`config.mk`:
```
export PLATFORM = sky130hd
export DESIGN_NAME = aud_player_stereo
export DESIGN_NICKNAME = d
export VERILOG_FILES = /design/src/rtl/aud_pkg.sv /design/src/rtl/aud_pair_fifo.sv /design/src/rtl/aud_player_stereo.sv
export SDC_FILE = /design/constraint.sdc
export NUM_CORES = 1
export LEC_CHECK = 0
export ABC_CLOCK_PERIOD_IN_PS = 3600
export CORE_AREA = 3 3 120 122
export CTS_CLUSTER_SIZE = 30
export DETAILED_ROUTE_END_ITERATION = 10
export DIE_AREA = 0 0 123 125
export PLACE_DENSITY = 0.83
export SLEW_MARGIN = 10
export SYNTH_ARGS = -nofsm -noshare
export SYNTH_HDL_FRONTEND = slang
export SYNTH_SLANG_ARGS = --single-unit
```
`constraint.sdc`:
```
create_clock -name i_bclk -period 3.6 [get_ports i_bclk]
set_input_delay 1.08 -clock i_bclk [delete_from_list [all_inputs] [get_ports i_bclk]]
set_output_delay 1.08 -clock i_bclk [all_outputs]
set_load 0.1 [all_outputs]
```
`src/rtl/aud_pkg.sv`:
```
// Shared types and constants for the stereo DAC serializer.
package aud_pkg;

  // Serializer FSM states.
  typedef enum logic [1:0] {
    IDLE  = 2'd0,
    DELAY = 2'd1,
    SHIFT = 2'd2,
    PAD   = 2'd3
  } aud_state_e;

  // Output framing formats selected by i_mode.
  localparam logic MODE_I2S = 1'b0;
  localparam logic MODE_LJ  = 1'b1;

  // Widest sample the serializer is meant to handle.
  localparam int AUD_MAX_W = 32;

  // Stereo pair at the widest supported width.
  // The top module declares its own DATA_W-sized pair with the same field order.
  typedef struct packed {
    logic [AUD_MAX_W-1:0] l;
    logic [AUD_MAX_W-1:0] r;
  } aud_pair_max_t;

endpackage

```
`src/rtl/aud_pair_fifo.sv`:
```
// Synchronous FIFO for stereo sample pairs.
// The read word is shown before the pop (first-word fall-through).
// The caller must not push when full or pop when empty.
module aud_pair_fifo
  import aud_pkg::*;
#(
  parameter int DEPTH = 4,
  parameter int WIDTH = 32,
  parameter int LVL_W = $clog2(DEPTH + 1)
) (
  input  logic             clk_i,
  input  logic             rst_i,
  input  logic             push_i,
  input  logic             pop_i,
  input  logic [WIDTH-1:0] wdata_i,
  output logic [WIDTH-1:0] rdata_o,
  output logic [LVL_W-1:0] level_o,
  output logic             full_o,
  output logic             empty_o
);

  localparam int PTR_W = $clog2(DEPTH);

  logic [WIDTH-1:0] mem [DEPTH];
  logic [PTR_W-1:0] wrPtr_q, wrPtr_d;
  logic [PTR_W-1:0] rdPtr_q, rdPtr_d;
  logic [LVL_W-1:0] count_q, count_d;

  // Pointers wrap for free because DEPTH is a power of two.
  always_comb begin
    wrPtr_d = wrPtr_q;
    rdPtr_d = rdPtr_q;
    count_d = count_q;
    if (push_i) begin
      wrPtr_d = wrPtr_q + PTR_W'(1);
    end
    if (pop_i) begin
      rdPtr_d = rdPtr_q + PTR_W'(1);
    end
    if (push_i && !pop_i) begin
      count_d = count_q + LVL_W'(1);
    end else if (!push_i && pop_i) begin
      count_d = count_q - LVL_W'(1);
    end
  end

  // Pointer and count registers. A reset flushes the FIFO.
  always_ff @(posedge clk_i) begin
    if (rst_i) begin
      wrPtr_q <= '0;
      rdPtr_q <= '0;
      count_q <= '0;
    end else begin
      wrPtr_q <= wrPtr_d;
      rdPtr_q <= rdPtr_d;
      count_q <= count_d;
    end
  end

  // Storage array. It is not reset because the pointers define what is valid.
  always_ff @(posedge clk_i) begin
    if (push_i && !rst_i) begin
      mem[wrPtr_q] <= wdata_i;
    end
  end

  assign rdata_o = mem[rdPtr_q];
  assign level_o = count_q;
  assign full_o  = (count_q == LVL_W'(DEPTH));
  assign empty_o = (count_q == '0);

endmodule

```
`src/rtl/aud_player_stereo.sv`:
```
// Stereo DAC serializer.
// Buffers L/R pairs and shifts them out MSB-first on each codec frame, in I2S or left-justified format.
module aud_player_stereo
  import aud_pkg::*;
#(
  parameter int DATA_W     = 16,
  parameter int FIFO_DEPTH = 4,
  parameter int LVL_W      = $clog2(FIFO_DEPTH + 1)
) (
  input  logic              i_bclk,
  input  logic              i_rst,
  input  logic              i_daclrck,
  input  logic              i_en,
  input  logic              i_mode,
  input  logic              i_valid,
  output logic              o_ready,
  input  logic [DATA_W-1:0] i_data_l,
  input  logic [DATA_W-1:0] i_data_r,
  output logic              o_aud_dacdat,
  output logic              o_underrun,
  output logic [LVL_W-1:0]  o_level
);

  localparam int CNT_W = $clog2(DATA_W + 1);

  // Pair layout used by the FIFO: left sample in the upper half.
  typedef struct packed {
    logic [DATA_W-1:0] l;
    logic [DATA_W-1:0] r;
  } pair_t;

  aud_state_e        state_q, state_d;
  logic [DATA_W-1:0] shift_q, shift_d;
  logic [CNT_W-1:0]  cnt_q, cnt_d;
  logic [DATA_W-1:0] right_q, right_d;
  logic              dac_q, dac_d;
  logic              under_q, under_d;
  logic              mode_q, mode_d;
  logic              lrck_q;

  logic              ls, rs;
  logic              pushEn, popEn;
  logic              fifoFull, fifoEmpty;
  logic [2*DATA_W-1:0] fifoRdata;
  pair_t             popPair;
  logic [DATA_W-1:0] loadWord;
  logic              loadEdge, loadLj;

  assign ls     = lrck_q & ~i_daclrck;
  assign rs     = ~lrck_q & i_daclrck;
  assign pushEn = i_valid & ~fifoFull;
  assign popEn  = ls & i_en & ~fifoEmpty;

  aud_pair_fifo #(
    .DEPTH (FIFO_DEPTH),
    .WIDTH (2 * DATA_W),
    .LVL_W (LVL_W)
  ) u_fifo (
    .clk_i   (i_bclk),
    .rst_i   (i_rst),
    .push_i  (pushEn),
    .pop_i   (popEn),
    .wdata_i ({i_data_l, i_data_r}),
    .rdata_o (fifoRdata),
    .level_o (o_level),
    .full_o  (fifoFull),
    .empty_o (fifoEmpty)
  );

  assign popPair = pair_t'(fifoRdata);

  // Next-state logic: frame edges reload the shifter, otherwise step through DELAY/SHIFT/PAD.
  always_comb begin
    state_d  = state_q;
    shift_d  = shift_q;
    cnt_d    = cnt_q;
    right_d  = right_q;
    mode_d   = mode_q;
    dac_d    = 1'b0;
    under_d  = 1'b0;
    loadWord = '0;
    loadEdge = ls | (rs & (state_q != IDLE));
    loadLj   = ls ? i_mode : mode_q;

    if (ls) begin
      mode_d  = i_mode;
      under_d = i_en & fifoEmpty;
      if (popEn) begin
        loadWord = popPair.l;
        right_d  = popPair.r;
      end else begin
        right_d  = '0;
      end
    end else if (rs) begin
      loadWord = right_q;
    end

    if (loadEdge) begin
      if (loadLj == MODE_LJ) begin
        dac_d   = loadWord[DATA_W-1];
        shift_d = {loadWord[DATA_W-2:0], 1'b0};
        cnt_d   = CNT_W'(1);
        state_d = SHIFT;
      end else begin
        shift_d = loadWord;
        cnt_d   = '0;
        state_d = DELAY;
      end
    end else begin
      case (state_q)
        IDLE: begin
          state_d = IDLE;
        end
        DELAY: begin
          dac_d   = shift_q[DATA_W-1];
          shift_d = {shift_q[DATA_W-2:0], 1'b0};
          cnt_d   = CNT_W'(1);
          state_d = SHIFT;
        end
        SHIFT: begin
          if (cnt_q == CNT_W'(DATA_W)) begin
            state_d = PAD;
          end else begin
            dac_d   = shift_q[DATA_W-1];
            shift_d = {shift_q[DATA_W-2:0], 1'b0};
            cnt_d   = cnt_q + CNT_W'(1);
          end
        end
        PAD: begin
          state_d = PAD;
        end
        default: begin
          state_d = IDLE;
        end
      endcase
    end
  end

  // State registers.
  // lrck_q tracks the frame clock even in reset, so the level present at release never counts as an edge.
  always_ff @(posedge i_bclk) begin
    lrck_q <= i_daclrck;
    if (i_rst) begin
      state_q <= IDLE;
      shift_q <= '0;
      cnt_q   <= '0;
      right_q <= '0;
      dac_q   <= 1'b0;
      under_q <= 1'b0;
      mode_q  <= MODE_I2S;
    end else begin
      state_q <= state_d;
      shift_q <= shift_d;
      cnt_q   <= cnt_d;
      right_q <= right_d;
      dac_q   <= dac_d;
      under_q <= under_d;
      mode_q  <= mode_d;
    end
  end

  assign o_ready      = ~fifoFull;
  assign o_aud_dacdat = dac_q;
  assign o_underrun   = under_q;

endmodule

```
Word level (Yosys, flattened, before mapping). Memory sizes are Yosys's and may differ from the RTL's. A register that Yosys moved wholly into a read port is not among the register bits. Index checks and enable logic that the tools add are counted.

Memories kept: 1. Input bits: 38. Flip-flop bits (word level): 50. Bits in writable memories: 128. Word-level logic and storage cells: 77. Output and inout bits: 6.

Reductions and logical operators: 13. Bitwise logic cells: 13. Add/sub/neg operators: 5. Equality and inequality tests: 7. Mux-type cells: 27.

Memories: u_fifo.mem (words 4, bits a word 32, rd ports 1, clocked after memory_dff 1, write ports 1, RTL line aud_pair_fifo.sv:24) `logic [WIDTH-1:0] mem [DEPTH];`.

Operators with widths (count): 16-bit 2-to-1 mux (7); 16-bit one-hot mux with 2 select lines (1); 2-bit 2-to-1 mux (5); 5-bit 2-to-1 mux (2); 5-bit one-hot mux with 2 select lines (1); 2-bit one-hot mux with 4 select lines (1); 1-bit bitwise AND (7); 1-bit 2-to-1 mux (7); 3-bit 2-to-1 mux (2); 3-bit inequality test, second input constant (2); 5-bit by 1-bit adder with 5-bit output, second input constant (1); 5-bit == test, second input constant (1); 1-bit inverter (5); 2-bit by 1-bit adder with 2-bit output, second input constant (2); 2-bit == test, second input constant (2); 2-bit nonzero test (2); 3-bit by 1-bit adder with 3-bit output, second input constant (1); 3-bit == test, second input constant (1); 1-bit logical AND (3); 1-bit logical NOT (3); 3-bit logical NOT (1); 3-bit nonzero test (1); 3-bit by 1-bit subtractor with 3-bit output, second input constant (1); 2-bit by 1-bit == test with 1-bit output, second input constant (1); other kinds (5) (5).

Logic depth before layout (Yosys ltp). Gate-level depths: netlist of run 1.

Word-level depth: 8. Mapped depth: 12. Gate-level depth less buffers: 10.

Cells and area by module. Synthesis of run 1 repeated with hierarchy kept, for this count alone.

Cells, all modules: 454. Area total of the unflattened synthesis: 7382.1 um^2.

Modules (own cells, without submodules): aud_pair_fifo (times used 1, area each 5093.6 um^2, cells each 212, seq. area each 4023.9 um^2); aud_player_stereo (times used 1, area each 2288.4 um^2, cells each 242, seq. area each 860.8 um^2).

Worst setup path before layout of run 1. OpenSTA, ideal clock, no wires.

Path kind: reg2reg. From: register u_fifo.count_q[1], in the netlist u_fifo.level_o[1]. To: memory u_fifo.mem[0][0] (enable). Data arrival time: 3086 ps. Cell stages (with the launch flop): 6. Buffers on the path: 0. Required time: 3208 ps. Setup time: 392 ps. Period minus slack after synthesis: 3478 ps. Setup slack: 122 ps. Path through: dfxtp_1 -> nor2_1 -> nand2_1 -> nand2_1 -> nor2_1 -> and2_1.

Cells in the longest elaborated chain, start to end: 6.

Ends and longest elaborated chain: from (decl) (RTL line aud_pair_fifo.sv:27) `logic [LVL_W-1:0] count_q, count_d;`; from (signal assigned) (RTL line aud_pair_fifo.sv:56) `count_q <= count_d;`; 3-bit == test (RTL line aud_pair_fifo.sv:69) `assign full_o = (count_q == LVL_W'(DEPTH));`; 1-bit inverter; net o_ready (RTL line aud_player_stereo.sv:16) `output logic o_ready,`; 1-bit bitwise AND (RTL line aud_player_stereo.sv:51) `assign pushEn = i_valid & ~fifoFull;`; 1-bit logical AND (RTL line aud_pair_fifo.sv:62) `if (push_i && !rst_i) begin`; 1-bit 2-to-1 mux (RTL line aud_pair_fifo.sv:62); 1-bit 2-to-1 mux (implied by the code) (RTL line aud_pair_fifo.sv:63) `mem[wrPtr_q] <= wdata_i;`; to (decl) (RTL line aud_pair_fifo.sv:24).

The timed path passes the listed nets, and every way through them passes these cells.

Final worst setup path of run 1.
From: input port i_daclrck. To: register u_fifo.count_q[2], in the netlist u_fifo.level_o[2].

Cells in the longest elaborated chain, start to end: 7. Elaborated cells on any way between the ends: 9. Classes of those cells: mux (1); bitwise (4); reduce/logical (4).

Ends and longest elaborated chain: from (decl) (RTL line aud_player_stereo.sv:12) `input logic i_daclrck,`; 1-bit inverter (*) (RTL line aud_player_stereo.sv:49) `assign ls = lrck_q & ~i_daclrck;`; 1-bit bitwise AND (*) (RTL line aud_player_stereo.sv:49); 1-bit bitwise AND (*) (2 in series) (RTL line aud_player_stereo.sv:52) `assign popEn = ls & i_en & ~fifoEmpty;`; 1-bit logical NOT (RTL line aud_pair_fifo.sv:40) `if (push_i && !pop_i) begin`; 1-bit logical AND (RTL line aud_pair_fifo.sv:40); 3-bit 2-to-1 mux / 2-bit nonzero test (equally long branches).

Every way passes the cells marked *; elsewhere a longest branch is shown, timed or not. A chain may end at the register's enable or synchronous reset.

==> qor.tcl, run 1 <==
set qor(postLayoutSetupSlackWorst_ns) 0.631
set qor(gr-usage-met2) 0.314
set qor(mostFrequentLayoutCells) {edfxtp_1, dfxtp_1, clkdlybuf4s50_1, nand2_1}
set qor(drt-pass1-iter-count) 5
set qor(clock.fmax_ghz) 0.337
set qor(synth_enable_flop_cells) 128
set qor(global_route.usage.met3) 0.0429
set qor(netSwitchingFraction) 0.260
set qor(dpl.cell_count) 656
set qor(mostFrequentLayoutCell) {edfxtp_1}
set qor(dp_slack_ns) 0.191
set qor(final_core_util) 0.625
set qor(post_synth_instance_area_mm2) 0.00720
set qor(power_mw) 4.96
set qor(pwr-share-seq) 0.501
set qor(report.final.setup_viol) 0
set qor(final_design_area_no_fill_mm2) 0.00831
set qor(avgRoutedWirePerCell_um) 20.2
set qor(route.detailed.vias_per_inst) 6.01
set qor(clock_power_share) 0.351
set qor(clkSlewWorstSetupHoldPaths_ns) 0.06
set qor(ctsRootBufferMaster) {clkbuf_16}
set qor(drtAntennaViolNets) 0
set qor(drt_wl_total_mm) 13.9
set qor(post_cts_buffers) 0
set qor(leakagePower_nw) 2.74
set qor(timing.critical_path.cells) {clkdlybuf4s50_1 > and2b_1 > and3_4 > inv_1 > ha_1 > inv_1 > fa_1 > xor2_1 > or3_1 > a21oi_1}
set qor(remaining_global_route_overflow) 0
set qor(data_arrival_time_of_the_critical_path_ns) 3.32
set qor(core.rowCount) 42
set qor(path_buf_inv) 3
set qor(dieArea_mm2) 0.0154
set qor(global_route.peak_usage_layer) {met2}
set qor(grt_util_all_layers) 0.194
set qor(first_pass_grt_wire_length_mm) 22.5
set qor(synth_ff_type) {edfxtp_1}
set qor(cts-resized-gates) 0
set qor(htree_num_levels) 4
set qor(switchingPower_mw) 1.29
set qor(grt_max_degree) 49
set qor(post_route_cells_drive_above_1_share) 0.172
set qor(clock_sinks) 180
set qor(drc) 0
set qor(drt_iter0_markers) 404
set qor(synth.yosys.seq_area_share) 0.678
set qor(maxSlewHeadroom) 0.421
set qor(crit_path_max_incr_delay_ns) 0.53
set qor(top_level_ports) 44
set qor(synth_cells) 453
set qor(place.gp.congestion) 0.803
set qor(endpoint_kind) {flop}
set qor(worstSetupPathType) {input pin to flop}
set qor(slew_viol_final) 0
set qor(cts_hold_repair.buffers) 0
set qor(hpwl_mm) 8.50
set qor(power.density_cell_area_mw_per_mm2) 596
set qor(clock_skew_after_layout_ns) 0.0101
set qor(start_util) 0.542
set qor(chipHeight_um) 125
set qor(place_area_mm2) 0.00775
set qor(worst_voltage_drop_across_the_vdd_grid_mv) 0.387
set qor(finalHoldViolCount) 0
set qor(core_area_mm2) 0.0133
set qor(portBuffers) 43
set qor(worst_skew_pair_later_pin_latency_ns) 0.43
set qor(global_route.usage.met1) 0.251
set qor(number_of_global_route_vias_before_repair) 4278
set qor(synth_fp_nets) 504
set qor(antenna_violations_before_repair) 0
set qor(pwr-share-comb) 0.148
set qor(finalCriticalPeriod_ns) 2.97
set qor(period_share) 0.825
set qor(detailroute.via_count) 4132
set qor(areaGrowthSynthToFinish_pct) 15.4
set qor(cpMostUsedCell) {inv_1}
set qor(cap_violations) 0
set qor(yosysWarnings) 0
set qor(dieWidth_um) 123
set qor(clockBufferDepth) 2
set qor(stdcell_count) 688
set qor(data_required_critical_path_ns) 3.96
set qor(cp_top_family) {simple AND/OR/NAND/NOR gates}
set qor(status) {complete, no violations}
set qor(max_slew.worst_pin.slew_ns) 0.869
set qor(critPathSlowestCell) {clkdlybuf4s50_1}
set qor(fin_tns_setup_ns) 0
set qor(tritoncts) {yes}
set qor(cp-start-kind) {input pin}
set qor(cts-buffers-inserted) 17
set qor(netlist-cell-type-count) 43
set qor(postSynthAreaPerCell_um2) 15.9
set qor(hold_slack_ns) 0.513
set qor(hold_path_class) {flop to flop}
set qor(final_nets) 550
set qor(rsz0062_at_grt) {false}
set qor(p_int_mw) 3.67
set qor(share_of_synthesized_registers_carrying_an_async_set_or_reset) 0
set qor(critPathMaxFanout) 6
set qor(antenna_cells) 0
set qor(synth_seq_cells) 180
==> cell usage after synthesis, drive strengths merged, types with 2 or more instances <==
library cell	n	share of area
a21oi	6	0.0042
a22o	6	0.0073
a22oi	32	0.033
a32oi	7	0.0085
a41oi	15	0.018
and2	7	0.0068
buf	18	0.019
clkbuf	10	0.0052
dfxtp	52	0.14
edfxtp	128	0.53
ha	12	0.021
inv	9	0.0047
mux2i	2	0.0028
mux4	32	0.10
nand2	35	0.018
nand2b	2	0.0017
nand3	3	0.0028
nor2	32	0.017
o2111ai	3	0.0036
o21ai	2	0.0014
o21bai	15	0.016
o22ai	2	0.0026
or3	2	0.0017
xnor2	2	0.0024
xor2	6	0.0073
==> layout make-up <==
cell class | count | area (µm²)
flip-flops and latches | 180 | 4890
fillers | 924 | 4980
inverters | 9 | 33.8
clock buffers | 21 | 460
multi-input cells | 236 | 2110
well taps | 176 | 220
clock inverters | 11 | 100
repair buffers | 55 | 505
==> cell families (layout without fill, tap and decap cells) <==
logic type / Yosys count / count (layout) / share of synthesized area
flip-flops: 180 / 180 / 0.678
AO/OA/AOI/OAI: 93 / 93 / 0.100
AND/OR/NAND/NOR: 88 / 88 / 0.0563
buffers and inverters: 37 / 96 / 0.0292
multiplexers: 34 / 34 / 0.103
adder cells (fa/ha/maj): 13 / 13 / 0.0236
XOR/XNOR: 8 / 8 / 0.00973
==> state kept, by name, indices dropped and copies added, names as in the netlist, 2 cells and up, named ones only <==
signal          flops
u_fifo.mem        128
u_fifo.level_o      3
u_fifo.wrPtr_q      2
shift_q            16
right_q            16
state_q             2
u_fifo.rdPtr_q      2
cnt_q               5
==> worst reg2reg max path: cells and delay by family (launching register included) <==
| kind | cells | cell delay, ns |
|---|---|---|
| compound gates | 1 | 0.13 |
| flops | 1 | 0.35 |
| buf+inv | 2 | 0.11 |
| xor+xnor | 1 | 0.17 |
| fa+ha+maj | 2 | 0.55 |
| simple gates | 3 | 0.92 |
==> path summary, 6_finish.rpt <==
check / start / to / slack (ns) / cells past startpoint
setup / recovery: i_daclrck / u_fifo.level_o[2]$_SDFFE_PP0P_ / 0.63 / 10
hold reg to reg: shift_q[15]$_SDFFE_PP0P_ / o_aud_dacdat$_SDFF_PP0_ / 0.51 / 2
setup reg to reg: u_fifo.level_o[1]$_SDFFE_PP0P_ / u_fifo.level_o[2]$_SDFFE_PP0P_ / 1.30 / 9
hold / removal: shift_q[15]$_SDFFE_PP0P_ / o_aud_dacdat$_SDFF_PP0_ / 0.51 / 2
==> power by group through the flow <==
| stage | combinational [mW] | clock [mW] | sequential [mW] |
|---|---|---|---|
| final | 0.734 | 1.74 | 2.48 |
| after global routing | 0.795 | 1.86 | 2.50 |
| after CTS | 0.741 | 1.77 | 2.49 |
| after detailed placement | 0.735 | 0 | 2.53 |
| after global placement | 0.710 | 0 | 2.51 |
| after floorplan | 0.461 | 0 | 2.59 |
==> per-layer routing <==
layer | share of wire | wire [µm] | up-vias
met3 | 0.051 | 705 | 31
met2 | 0.51 | 7120 | 148
li1 | - | - | 1870
met5 | 0 | 0 | -
met4 | 0.027 | 377 | 0
met1 | 0.41 | 5710 | 2083
Power figures use the tool's default switching activity.
==> run 2: changes to the inputs <==
--- a/config.mk
+++ b/config.mk
@@ -5,7 +5,7 @@
 export SDC_FILE = /design/constraint.sdc
 export NUM_CORES = 1
 export LEC_CHECK = 0
-export ABC_CLOCK_PERIOD_IN_PS = 3600
+export ABC_CLOCK_PERIOD_IN_PS = 3100
 export CORE_AREA = 3 3 120 122
 export CTS_CLUSTER_SIZE = 30
 export DETAILED_ROUTE_END_ITERATION = 10
==> constraint.sdc (replaced) <==
create_clock -name i_bclk -period 3.1 [get_ports i_bclk]
set_input_delay 0.93 -clock i_bclk [delete_from_list [all_inputs] [get_ports i_bclk]]
set_output_delay 0.93 -clock i_bclk [all_outputs]
set_load 0.1 [all_outputs]
==> qor.tcl, run 2 (synthesized netlist as in run 1, its figures left out) <==
set qor(worstSetupPathType) {input pin to flop}
set qor(dpl.cell_count) 661 ;# +0.76%
set qor(drt-pass1-iter-count) 6 ;# +1
set qor(layout_top_registers) {u_fifo.mem: 128 flops, right_q: 16 flops, shift_q: 16 flops}
set qor(clock.fmax_ghz) 0.368
set qor(cts_hold_repair.buffers) 0 ;# unchanged
set qor(post_route_cells_drive_above_1_share) 0.186 ;# +0.0138
set qor(cts-buffers-inserted) 17 ;# unchanged
set qor(areaGrowthSynthToFinish_pct) 17.0
set qor(pwr-share-seq) 0.495 ;# -0.006
set qor(netSwitchingFraction) 0.258 ;# -0.00252
set qor(clock_skew_after_layout_ns) 0.00640 ;# -0.00371 ns
set qor(timing.critical_path.cells) {clkdlybuf4s50_1 > buf_4 > or3b_4 > and2_4 > nand3_2 > o21bai_1 > a41oi_1}
set qor(clock_sinks) 180 ;# unchanged
set qor(drc) 0 ;# unchanged
set qor(power.density_cell_area_mw_per_mm2) 690 ;# +16%
set qor(data_arrival_time_of_the_critical_path_ns) 2.98 ;# -0.34 ns
set qor(leakagePower_nw) 2.78 ;# +1.5%
set qor(antenna_violations_before_repair) 0 ;# unchanged
set qor(critPathMaxFanout) 31 ;# +25
set qor(mostFrequentLayoutCell) {edfxtp_1}
set qor(switchingPower_mw) 1.50 ;# +16%
set qor(worst_voltage_drop_across_the_vdd_grid_mv) 0.525 ;# +36%
set qor(dieWidth_um) 123 ;# unchanged
set qor(largest_register) {u_fifo.mem}
set qor(number_of_global_route_vias_before_repair) 4274 ;# -0.094%
set qor(drt_wl_total_mm) 13.6 ;# -1.9%
set qor(critPathSlowestCell) {nand3_2}
set qor(cap_violations) 0 ;# unchanged
set qor(core_area_mm2) 0.0133 ;# unchanged
set qor(final_design_area_no_fill_mm2) 0.00843 ;# +1.4%
set qor(post_cts_buffers) 0 ;# unchanged
set qor(remaining_global_route_overflow) 0 ;# unchanged
set qor(endpoint_kind) {flop}
set qor(worst_skew_pair_later_pin_latency_ns) 0.43 ;# about the same
set qor(slew_viol_final) 0 ;# unchanged
set qor(htree_num_levels) 4 ;# unchanged
set qor(clkSlewWorstSetupHoldPaths_ns) 0.06 ;# about the same
set qor(cts-resized-gates) 0 ;# unchanged
set qor(p_int_mw) 4.31 ;# +18%
set qor(hpwl_mm) 8.51 ;# +0.18%
set qor(first_pass_grt_wire_length_mm) 22.1 ;# -1.8%
set qor(drt_iter0_markers) 380 ;# -5.9%
set qor(antenna_cells) 0 ;# unchanged
set qor(ctsRootBufferMaster) {clkbuf_16}
set qor(top_level_ports) 44 ;# unchanged
set qor(status) {complete, no violations}
set qor(finalCriticalPeriod_ns) 2.72
set qor(portBuffers) 43 ;# unchanged
set qor(hold_path_class) {flop to flop}
set qor(route.detailed.vias_per_inst) 5.95 ;# -0.94%
set qor(crit_path_max_incr_delay_ns) 0.49 ;# -0.04 ns
set qor(avgRoutedWirePerCell_um) 19.7 ;# -2.7%
set qor(place.gp.congestion) 0.851 ;# +6.0%
set qor(postLayoutSetupSlackWorst_ns) 0.384 ;# -0.248 ns
set qor(clockBufferDepth) 2 ;# unchanged
set qor(dieArea_mm2) 0.0154 ;# unchanged
set qor(num-fill-cells) 954 ;# +3.2%
set qor(start_util) 0.542 ;# unchanged
set qor(place_area_mm2) 0.00786 ;# +1.4%
set qor(grt_max_degree) 49 ;# unchanged
set qor(rsz0062_at_grt) {false}
set qor(pwr-share-comb) 0.153 ;# +0.005
set qor(grt_util_all_layers) 0.190 ;# -0.00378
set qor(cp-start-kind) {input pin}
set qor(report.final.setup_viol) 0 ;# unchanged
set qor(final_nets) 555 ;# +0.91%
set qor(detailroute.via_count) 4123 ;# -0.22%
set qor(period_share) 0.876
set qor(dp_slack_ns) -0.0206 ;# -0.211 ns
set qor(data_required_critical_path_ns) 3.36 ;# -0.60 ns
set qor(tritoncts) {yes}
set qor(largest_reg_flops) 128 ;# unchanged
set qor(stdcell_count) 693 ;# +0.73%
set qor(clock_power_share) 0.352 ;# about the same
set qor(max_slew.worst_pin.slew_ns) 0.595 ;# -0.274 ns
set qor(mostFrequentLayoutCells) {edfxtp_1, dfxtp_1, clkdlybuf4s50_1, nand2_1}
set qor(finalHoldViolCount) 0 ;# unchanged
set qor(drtAntennaViolNets) 0 ;# unchanged
set qor(chipHeight_um) 125 ;# unchanged
set qor(core.rowCount) 42 ;# unchanged
set qor(maxSlewHeadroom) 0.603 ;# +0.182
## run 2: cell count changes in the layout (fill, tap and decap cells not counted), sizes merged
cell / before / now
clkbuf: 21 / 19
bufinv: 1 / 2
clkinv: 5 / 8
inv: 13 / 12
buf: 18 / 23
clkinvlp: 1 / 0
## run 2: final cells by class
| type | instances | area, µm² | share of cell area |
|---|---|---|---|
| sequential | 180 | 4890 | 0.580 |
| tap | 176 | 220 | 0.0261 |
| clock inverter | 13 | 133 | 0.0157 |
| timing repair buffer | 60 | 606 | 0.0719 |
| clock buffer | 19 | 433 | 0.0514 |
| inverter | 9 | 33.8 | 0.00401 |
| multi-input combinational | 236 | 2110 | 0.251 |
## run 2: power groups by stage
| stage | clock (mW) | sequential (mW) | combinational, mW |
|---|---|---|---|
| floorplan | 0 | 3.01 | 0.538 |
| finish | 2.04 | 2.88 | 0.891 |
| global route | 2.18 | 2.90 | 0.963 |
| CTS | 2.09 | 2.88 | 0.900 |
| global placement | 0 | 2.91 | 0.867 |
| detailed placement | 0 | 2.93 | 0.892 |
## run 2: metal layers
metal | vias to the layer above | GRT usage | share of wire
li1 | 1875 | - | -
met1 | 2084 | 0.245 | 0.42
met2 | 139 | 0.303 | 0.50
met3 | 25 | 0.0560 | 0.057
met4 | 0 | 0.0775 | 0.020
met5 | - | 0 | 0
## run 2: final timing paths
check	startpoint	end	slack [ns]	cells past startpoint
max reg2reg	cnt_q[0]$_SDFFE_PP0P_	shift_q[6]$_SDFFE_PP0P_	0.78	7
max	i_daclrck	shift_q[6]$_SDFFE_PP0P_	0.38	7
min	u_fifo.wrPtr_q[1]$_SDFFE_PP0N_	u_fifo.wrPtr_q[1]$_SDFFE_PP0N_	0.51	2
min reg2reg	u_fifo.wrPtr_q[1]$_SDFFE_PP0N_	u_fifo.wrPtr_q[1]$_SDFFE_PP0N_	0.51	2
## run 2: stage by stage
| stage | utilization | power, mW | hold WS [ns] | setup TNS, ns |
|---|---|---|---|---|
| finish | 0.634 | 5.81 | 0.509 | 0 |
| global route | 0.634 | 6.04 | 0.544 | 0 |
| CTS | 0.634 | 5.87 | 0.507 | 0 |
| detailed placement | 0.591 | 3.82 | 0.496 | -0.0206 |
| global placement | 0.591 | 3.78 | 0.486 | 0 |
| floorplan | - | 3.55 | 0.456 | 0 |
## run 2: critical path, delay by kind of cell
family          cells  cell delay, ns
compound gates      2            0.43
buf+inv             2            0.57
simple gates        3            1.04
==> run 3: changes to the inputs <==
--- a/config.mk
+++ b/config.mk
@@ -5,12 +5,13 @@
 export SDC_FILE = /design/constraint.sdc
 export NUM_CORES = 1
 export LEC_CHECK = 0
+export ABC_AREA = 1
 export ABC_CLOCK_PERIOD_IN_PS = 3100
-export CORE_AREA = 3 3 120 122
+export CORE_AREA = 3 3 124 126
 export CTS_CLUSTER_SIZE = 30
 export DETAILED_ROUTE_END_ITERATION = 10
-export DIE_AREA = 0 0 123 125
-export PLACE_DENSITY = 0.83
+export DIE_AREA = 0 0 127 129
+export PLACE_DENSITY = 0.71
 export SLEW_MARGIN = 10
 export SYNTH_ARGS = -nofsm -noshare
 export SYNTH_HDL_FRONTEND = slang
==> qor.tcl, run 3 <==
set qor(drc) 0 ;# unchanged
set qor(antenna_cells) 0 ;# unchanged
set qor(worst_reg_to_reg_path_cell_count) 10 ;# +3
set qor(synth_seq_cells) 180 ;# unchanged
set qor(switchingPower_mw) 1.48 ;# -1.5%
set qor(synth_ff_type) {edfxtp_1}
set qor(fin_tns_setup_ns) 0 ;# unchanged
set qor(slew_viol_final) 0 ;# unchanged
set qor(worst_skew_pair_later_pin_latency_ns) 0.43 ;# about the same
set qor(cp-start-kind) {input pin}
set qor(clkSlewWorstSetupHoldPaths_ns) 0.07 ;# about the same
set qor(post_route_cells_drive_above_1_share) 0.0883 ;# -0.0974
set qor(avgRoutedWirePerCell_um) 15.6 ;# -21%
set qor(clock_sinks) 180 ;# unchanged
set qor(drtAntennaViolNets) 0 ;# unchanged
set qor(post-synth-top-area-fraction) 0.497 ;# -0.0369
set qor(finalCriticalPeriod_ns) 2.47 ;# -0.242 ns
set qor(clock_power_share) 0.371 ;# +0.019
set qor(post_synth_instance_area_mm2) 0.00774 ;# +7.4%
set qor(core_area_mm2) 0.0144 ;# +8.5%
set qor(pwr-share-seq) 0.502 ;# +0.007
set qor(place.gp.congestion) 0.844 ;# -0.86%
set qor(worst_voltage_drop_across_the_vdd_grid_mv) 0.509 ;# -3.1%
set qor(pwr-share-comb) 0.127 ;# -0.026
set qor(timing.critical_path.cells) {clkdlybuf4s50_1 > inv_2 > nand3_2 > nor2_4 > inv_2 > ha_1 > inv_1 > fa_1 > a21oi_1 > o21ai_0 > o21ai_0 > a21oi_1}
set qor(cap_violations) 0 ;# unchanged
set qor(worstSetupPathType) {input pin to flop}
set qor(netlist-cell-type-count) 29 ;# -33%
set qor(critPathMaxFanout) 4 ;# -87%
set qor(status) {complete, no violations}
set qor(post_cts_buffers) 0 ;# unchanged
set qor(netlist_top_cells_count) {nand2_1, edfxtp_1, inv_1}
set qor(crit-reg2reg-launch) {u_fifo.level_o[1]$_SDFFE_PP0P_}
set qor(cts-buffers-inserted) 17 ;# unchanged
set qor(synth_enable_flop_cells) 128 ;# unchanged
set qor(post-synth-top-count-cell) {nand2_1}
set qor(tritoncts) {yes}
set qor(hold_path_class) {flop to flop}
set qor(netlist.top_cell.by_area) {edfxtp_1}
set qor(rsz0062_at_grt) {false}
set qor(yosys-top-cells-area) {edfxtp_1, dfxtp_1, nand2_1}
set qor(power.density_cell_area_mw_per_mm2) 612 ;# -11%
set qor(period_share) 0.798 ;# -0.0780
set qor(maxSlewHeadroom) 0.457 ;# -0.146
set qor(largest_register) {u_fifo.mem}
set qor(yosysWarnings) 0 ;# unchanged
set qor(antenna_violations_before_repair) 0 ;# unchanged
set qor(finalHoldViolCount) 0 ;# unchanged
set qor(worst_r2r_endpoint) {u_fifo.level_o[2]$_SDFFE_PP0P_}
set qor(hpwl_mm) 10.2 ;# +20%
set qor(num-fill-cells) 1178 ;# +23%
set qor(dpl.cell_count) 1024 ;# +55%
set qor(critPathSlowestCell) {clkdlybuf4s50_1}
set qor(setup.reg_to_reg.worst_slack_ns) 1.07 ;# +0.29 ns
set qor(power_mw) 5.50 ;# -5.4%
set qor(drt-pass1-iter-count) 4 ;# -2
set qor(grt_max_degree) 65 ;# +33%
set qor(clockBufferDepth) 2 ;# unchanged
set qor(top_level_ports) 44 ;# unchanged
set qor(endpoint_kind) {flop}
set qor(chipHeight_um) 129 ;# +3.2%
set qor(synth.yosys.seq_area_share) 0.631 ;# -0.0468
set qor(detailroute.via_count) 5612 ;# +36%
set qor(clock.fmax_ghz) 0.404 ;# +9.8%
set qor(drt_iter0_markers) 501 ;# +32%
set qor(core.rowCount) 44 ;# +4.8%
set qor(areaGrowthSynthToFinish_pct) 16.2
set qor(postSynthAreaPerCell_um2) 9.49 ;# -40%
set qor(drt_wl_total_mm) 16.5 ;# +21%
set qor(cts_hold_repair.buffers) 0 ;# unchanged
set qor(data_required_critical_path_ns) 3.41 ;# +0.05 ns
set qor(place_area_mm2) 0.00841 ;# +7.0%
set qor(dieWidth_um) 127 ;# +3.3%
set qor(portBuffers) 43 ;# unchanged
set qor(layout_top_registers) {u_fifo.mem: 128 flops, right_q: 16 flops, shift_q: 16 flops}
set qor(crit_path_max_incr_delay_ns) 0.51 ;# +0.02 ns
set qor(synth_cells) 815 ;# +80%
set qor(netSwitchingFraction) 0.268 ;# +0.0106
set qor(mostFrequentLayoutCell) {nand2_1}
set qor(largest_reg_flops) 128 ;# unchanged
set qor(timing_startpoint_of_the_critical_path) {i_daclrck}
set qor(final_design_area_no_fill_mm2) 0.00899 ;# +6.6%
set qor(hold_path_origin) {right_q[11]$_SDFFE_PP0N_}
set qor(share_of_synthesized_registers_carrying_an_async_set_or_reset) 0 ;# unchanged
set qor(first_pass_grt_wire_length_mm) 27.0 ;# +22%
set qor(hold_path_depth) 2 ;# unchanged
set qor(htree_num_levels) 4 ;# unchanged
set qor(remaining_global_route_overflow) 0 ;# unchanged
set qor(leakagePower_nw) 3.72 ;# +34%
set qor(ctsRootBufferMaster) {clkbuf_16}
set qor(final_nets) 910 ;# +64%
set qor(number_of_global_route_vias_before_repair) 5397 ;# +26%
set qor(synth_fp_nets) 866 ;# +72%
set qor(report.final.setup_viol) 0 ;# unchanged
set qor(start_util) 0.536 ;# -0.00534
set qor(data_arrival_time_of_the_critical_path_ns) 2.79 ;# -0.19 ns
set qor(stdcell_count) 1056 ;# +52%
set qor(p_int_mw) 4.02 ;# -6.8%
set qor(cts-resized-gates) 0 ;# unchanged
set qor(dieArea_mm2) 0.0164 ;# +6.6%
set qor(hold_path_end) {right_q[11]$_SDFFE_PP0N_}
set qor(clock_skew_after_layout_ns) 0.00857 ;# +0.00216 ns
set qor(grt_util_all_layers) 0.212 ;# +0.0222
set qor(max_slew.worst_pin.slew_ns) 0.814 ;# +0.219 ns
set qor(mostFrequentLayoutCells) {nand2_1, edfxtp_1, inv_1, o21ai_0, nand3_1}
set qor(route.detailed.vias_per_inst) 5.31 ;# -11%
run 3: cell count changes after synthesis, sizes merged, moves of 7 or more:
cell / before / now
mux4: 32 / 0
a21oi: 6 / 36
o21bai: 15 / 0
and2: 7 / 0
a22oi: 32 / 0
a32oi: 7 / 0
a41oi: 15 / 0
nor2: 32 / 47
nand3: 3 / 56
o22ai: 2 / 16
inv: 9 / 125
o21ai: 2 / 73
nand2: 35 / 229
run 3: critical path: cells and delay by family:
| kind | cells | cell delay (ns) |
|---|---|---|
| buffers and inverters | 4 | 0.72 |
| adder cells (fa/ha/maj) | 2 | 0.52 |
| AO/OA/AOI/OAI | 4 | 0.47 |
| AND/OR/NAND/NOR | 2 | 0.14 |
run 3: per-layer routing:
metal  vias up  wire length (µm)  global-route usage
met2       178              8220               0.362
met3        30               934              0.0482
met4         0               331              0.0757
li1       2743                 -                   -
met1      2661              7030               0.267
met5         -                 0                   0
run 3: area by class of cell:
class | instances | area (µm²) | area share
tap | 184 | 230 | 0.0256
multi-input combinational | 476 | 2240 | 0.250
sequential | 180 | 4890 | 0.544
clock inverter | 12 | 115 | 0.0128
timing repair buffer | 59 | 586 | 0.0652
inverter | 125 | 469 | 0.0522
clock buffer | 20 | 457 | 0.0508
run 3: through the flow:
step	setup WS [ns]	hold WS, ns	util
after floorplan	0.0536	0.439	-
after global placement	0.287	0.454	0.583
after detailed placement	0.196	0.457	0.583
after CTS	0.652	0.467	0.623
after global routing	0.582	0.487	0.623
final	0.626	0.467	0.623
run 3: logic make-up (layout without fill, tap and decap cells):
family	after synthesis	in the layout	share of synthesized area
AND/OR/NAND/NOR	337	337	0.178
AO/OA/AOI/OAI	125	125	0.0839
buffers and inverters	159	216	0.0833
XOR/XNOR	1	1	0.00113
flip-flops	180	180	0.631
adder cells (fa/ha/maj)	13	13	0.0220
run 3: how the worst max path moves through the flow:
stage,cells past startpoint,slack [ns],to
floorplan,6,0.05,u_fifo.mem[0][0]$_DFFE_PP_
global placement,12,0.29,u_fifo.level_o[2]$_SDFFE_PP0P_
detailed placement,12,0.20,u_fifo.level_o[2]$_SDFFE_PP0P_
CTS,12,0.65,u_fifo.level_o[2]$_SDFFE_PP0P_
global route,12,0.58,u_fifo.level_o[2]$_SDFFE_PP0P_
finish,12,0.63,u_fifo.level_o[2]$_SDFFE_PP0P_
run 3: power by group through the flow:
stage               clock network (mW)  logic (mW)  registers, mW
floorplan                            0       0.413           2.86
global placement                     0       0.672           2.80
detailed placement                   0       0.694           2.81
CTS                               2.07       0.699           2.76
global route                      2.19       0.776           2.77
finish                            2.04       0.698           2.76
